===== config.mk =====
export PLATFORM = sky130hd
export DESIGN_NAME = smoldvi_pixel_fifo
export DESIGN_NICKNAME = d
export VERILOG_FILES = /design/src/rtl/smoldvi_pixel_fifo.sv
export SDC_FILE = /design/constraint.sdc
export NUM_CORES = 1
export LEC_CHECK = 0
export CAP_MARGIN = 20
export CORE_UTILIZATION = 29
export CTS_CLUSTER_SIZE = 40
export DETAILED_ROUTE_END_ITERATION = 7
export PLACE_DENSITY = 0.49
export REMOVE_ABC_BUFFERS = 1
export SLEW_MARGIN = 20
export SYNTH_ARGS = -nofsm -noshare
export SYNTH_HDL_FRONTEND = slang
export SYNTH_SLANG_ARGS = --single-unit

===== constraint.sdc =====
create_clock -name clk -period 12.6 [get_ports clk]
set_input_delay 1.26 -clock clk [delete_from_list [all_inputs] [get_ports clk]]
set_output_delay 1.26 -clock clk [all_outputs]
set_load 0.1 [all_outputs]

===== src/rtl/smoldvi_pixel_fifo.sv =====
// smoldvi_pixel_fifo: first-word-fall-through pixel FIFO feeding the DVI output stage,
// presenting a fixed colour when empty and tracking underruns.
module smoldvi_pixel_fifo #(
  parameter int          DEPTH           = 16,
  parameter logic [23:0] UNDERRUN_COLOUR = 24'h000000
) (
  input  logic                       clk,
  input  logic                       rst,
  input  logic                       flush,
  input  logic [23:0]                wdata,
  input  logic                       wvalid,
  output logic                       wready,
  output logic [7:0]                 r,
  output logic [7:0]                 g,
  output logic [7:0]                 b,
  input  logic                       rgb_rdy,
  output logic [$clog2(DEPTH):0]     level,
  output logic                       underrun,
  input  logic                       underrun_clr,
  output logic [15:0]                underrun_count
);
  localparam int AW = $clog2(DEPTH);
  localparam logic [AW:0] FULL = (AW+1)'(DEPTH);
  logic [23:0] mem_q [DEPTH];
  logic [AW-1:0] wptr_q, rptr_q;
  logic [AW:0] level_q, level_d;
  logic [15:0] cnt_q, cnt_d;
  logic und_q, und_d, push, pop, ev;
  assign wready = (level_q != FULL) && !rst;
  always_comb begin
    push = wvalid && wready && !flush;
    pop = rgb_rdy && (level_q != '0) && !flush;
    ev = rgb_rdy && (level_q == '0) && !flush;
    level_d = flush ? '0 : level_q + (AW+1)'(push) - (AW+1)'(pop);
    und_d = ev || (und_q && !underrun_clr);
    cnt_d = ev ? (underrun_clr ? 16'd1 : cnt_q + 16'(cnt_q != 16'hffff)) : underrun_clr ? '0 : cnt_q;
  end
  always_ff @(posedge clk or posedge rst)
    if (rst) begin
      level_q <= '0;
      wptr_q <= '0;
      rptr_q <= '0;
      und_q <= 1'b0;
      cnt_q <= '0;
    end else begin
      level_q <= level_d;
      wptr_q <= wptr_q + AW'(push);
      rptr_q <= flush ? wptr_q : rptr_q + AW'(pop);
      und_q <= und_d;
      cnt_q <= cnt_d;
    end
  // storage needs no reset: the head is masked by level whenever the FIFO is empty
  always_ff @(posedge clk)
    if (push) mem_q[wptr_q] <= wdata;
  assign {r, g, b} = (level_q != '0) ? mem_q[rptr_q] : UNDERRUN_COLOUR;
  assign level = level_q;
  assign underrun = und_q;
  assign underrun_count = cnt_q;
endmodule


==> results_dict.tcl <==
set metrics [dict create \
    crit_path_max_fanout 50 \
    grt_max_degree 51 \
    synthMuxAreaShare_pct 13.8 \
    fin_skew_ns 0.0108 \
    reg2regPathDepth 14 \
    postSynthCellCount 750 \
    wirelength_microns 37200 \
    slew_headroom_pct 31.3 \
    post-route-util_pct 35.6 \
    cp.buffers_inverters 2 \
    dr_wl_met2_microns 16900 \
    p_per_area_mw_per_mm2 241 \
    worst_ep_arrival_time_ns 4.25 \
    yosysSeqAreaShare_pct 76.5 \
    die_area_sq_mm 0.0563 \
    critPathCaptureType "output pin" \
    worst_r2r_startpoint "level[3]$_DFF_PP0_" \
    place_area_sq_mm 0.0179 \
    maxCapViolations 0 \
    drt_iter0_drc 506 \
    syn_area_per_cell_sq_um 21.4 \
    synth-simple-area-share_pct 3.13 \
    placementRows 85 \
    power_uw 4660 \
    htreeDepth 2 \
    cts_max_path_buffers 3 \
    highest_layer "met5" \
    cts_setup_buffers 0 \
    setup_tns_ns 0 \
    clk_root_buffer_cell "clkbuf_16" \
    syn_to_final_growth_pct 20.3 \
    synth.area.top_cells "edfxtp_1 (72%), mux4_2 (13%), dfrtp_1 (4.7%), a221o_1 (1.4%), a22o_1 (1.3%)" \
    synth_edf_count 384 \
    finalNonFillerCells 1595 \
    synth_top_area_share_pct 71.8 \
    firstDrtPassIters 4 \
    dp_cells 1513 \
    min_path_cells 2 \
    drive_gt1_share_pct 24.1 \
    clk_latency_ns 0.58 \
    grt_pass1_wl_microns 55200 \
    synth-adder-area-share_pct 1.06 \
    grt_pass1_vias 8304 \
    r2r_end "level[4]$_DFF_PP0_" \
    fin_nets 907 \
    die_width_microns 237 \
    worstPathRequired_ns 11.34 \
    post_cts_resized 0 \
    crit_path_cell_trace "buf_4 -> mux4_2 -> a22o_1 -> a221o_1 -> clkdlybuf4s50_1" \
    synth-seq-cells 414 \
    routed-wl-met3_microns 3010 \
    hold_path_class "flop to flop" \
    dp_hpwl_microns 19300 \
    regArea_sq_mm 0.0123 \
    synth_xor_area_share_pct 0.709 \
    rsz0062_at_grt "no" \
    setup_violations 0 \
    cts_tree "done" \
    die_height_microns 237 \
    cts.sinks 414 \
    drc 0 \
    viasPerCell 4.85 \
    antenna_found_initial 2 \
    hold_viol 0 \
    crit_slowest_cell "clkdlybuf4s50_1" \
    min_from "underrun$_DFF_PP0_" \
    cp-start-kind "flop" \
    track_usage_pct 13.5 \
    finalWeightedCongestion 0.713 \
    final_area_sq_mm 0.0193 \
    ioPinCount 77 \
    r2r_slack_ns 9.57 \
    cts_hold_buf 0 \
    outcome "completed" \
    core_area_sq_mm 0.0542 \
    max_stage_delay_ns 0.99 \
    p_leak_uw 0.00616 \
    via_count 7728 \
    min_to "underrun$_DFF_PP0_" \
    synth_top_cell_by_area "edfxtp_1" \
    multi_input_area_sq_mm 0.00369 \
    detail-route-antenna-nets 0 \
    met1Wirelength_microns 16500 \
    synth_cell_type_count 40 \
    wl_per_cell_microns 23.3 \
    criticalPathCategory "flop to output pin" \
    min_period_ns 5.51 \
    path_clk_slew_ns 0.06 \
    synth_top_family_by_area "multiplexers" \
    synth_compound_area_share_pct 3.48 \
    slew_violations 0 \
    nFillCells 5034 \
    synthFlopType "edfxtp_1" \
    ys_async_sr_fraction_pct 7.25 \
    crit_family "buffers and inverters" \
    syn-cell-area_sq_mm 0.0161 \
    fin_crit_sh_pct 43.7 \
    tightest_slew_ns 1.03 \
    portBuffers 76 \
    peakVddDrop_mv 0.177 \
    overflow 0 \
    fmax_mhz 181 \
    yosys_warnings 0 \
    cts_inserted_buffers 44 \
    initial_core_util_pct 29.6 \
]
how the worst max path moves through the flow:
stage	start	endpoint	slack, ns	depth (start not counted)
floorplan	level[2]$_DFF_PP0_	mem_q[12][0]$_DFFE_PP_	5.45	5
global placement	rptr_q[0]$_DFF_PP0_	b[3]	6.88	5
detailed placement	rptr_q[0]$_DFF_PP0_	b[3]	6.89	5
CTS	rptr_q[0]$_DFF_PP0_	b[3]	6.24	5
global route	rptr_q[1]$_DFF_PP0_	r[2]	6.92	5
finish	rptr_q[1]$_DFF_PP0_	r[2]	7.09	5
metal layers:
metal	GRT usage [%]	up-vias
li1	-	3399
met1	18.8	4047
met2	20.8	223
met3	3.61	57
met4	3.58	2
met5	0	-
logic make-up (layout without fill, tap and decap cells):
logic type,Yosys count,after routing
AOI/OAI and AO/OA,68,68
xor gates and xnor gates,13,13
adders and majority gates,13,13
buffers and inverters,53,200
DFF,414,414
muxes,101,101
other,0,2
and+or+nand+nor,88,88
synth_stat cells, types with 5 or more instances:
| cell | number |
|---|---|
| a21oi_1 | 8 |
| a221o_1 | 23 |
| a22o_1 | 23 |
| buf_2 | 10 |
| clkbuf_1 | 27 |
| dfrtp_1 | 30 |
| edfxtp_1 | 384 |
| ha_1 | 12 |
| inv_1 | 14 |
| mux4_2 | 96 |
| nand2_1 | 8 |
| nand3_1 | 7 |
| nor2_1 | 15 |
| nor3_1 | 14 |
| nor4_1 | 8 |
| nor4b_1 | 5 |
| o21ai_0 | 8 |
| or3_1 | 6 |
| xnor2_1 | 9 |
worst reg2reg max path, stage by stage (launching register included):
cell	delay (ns)
dfrtp_1	0.39
inv_1	0.08
ha_1	0.22
nor4b_1	0.15
buf_4	0.17
nor3b_1	0.42
ha_1	0.31
inv_1	0.06
ha_1	0.16
inv_1	0.05
fa_1	0.39
nor2b_1	0.17
o21bai_1	0.10
a21oi_1	0.16
nor3b_1	0.06
power breakdown:
| group | total [uW] | switching, uW | internal (uW) |
|---|---|---|---|
| clock network | 1260 | 540 | 720 |
| logic | 1750 | 1150 | 595 |
| registers | 1650 | 98.6 | 1550 |
| total | 4660 | 1790 | 2870 |
flip-flops by register name (all words and copies together) (netlist names):
name            count
rptr_q              4
level               5
underrun_count     16
mem_q             384
underrun            1
wptr_q              4
layout make-up:
class | count | share of cell area [%]
well taps | 696 | 4.51
diodes | 2 | 0.0259
clock buffers | 53 | 5.98
flip-flops and latches | 414 | 63.6
inverters | 14 | 0.272
multi-input cells | 283 | 19.1
clock inverters | 26 | 1.22
repair buffers | 107 | 5.26
cells in the final DEF (no fill, tap or decap), types with 6 or more instances in the layout:
cell type / synthesis / layout
a21oi_1: 8 / 8
a221o_1: 23 / 23
a22o_1: 23 / 23
buf_4: 0 / 29
clkbuf_1: 27 / 8
clkbuf_16: 0 / 45
clkdlybuf4s50_1: 0 / 76
clkinv_1: 0 / 10
clkinv_2: 0 / 7
dfrtp_1: 30 / 28
edfxtp_1: 384 / 384
ha_1: 12 / 12
inv_1: 14 / 14
mux4_2: 96 / 96
nand2_1: 8 / 8
nand3_1: 7 / 7
nor2_1: 15 / 14
o21ai_0: 8 / 8
or3_1: 6 / 6
xnor2_1: 9 / 9
metrics by stage:
step | hold WS, ns | setup WS, ns
after global routing | 0.565 | 6.92
final | 0.537 | 7.09
after floorplan | 0.510 | 5.45
after CTS | 0.539 | 6.24
after global placement | 0.521 | 6.88
after detailed placement | 0.524 | 6.89
Power figures use the tool's default switching activity.
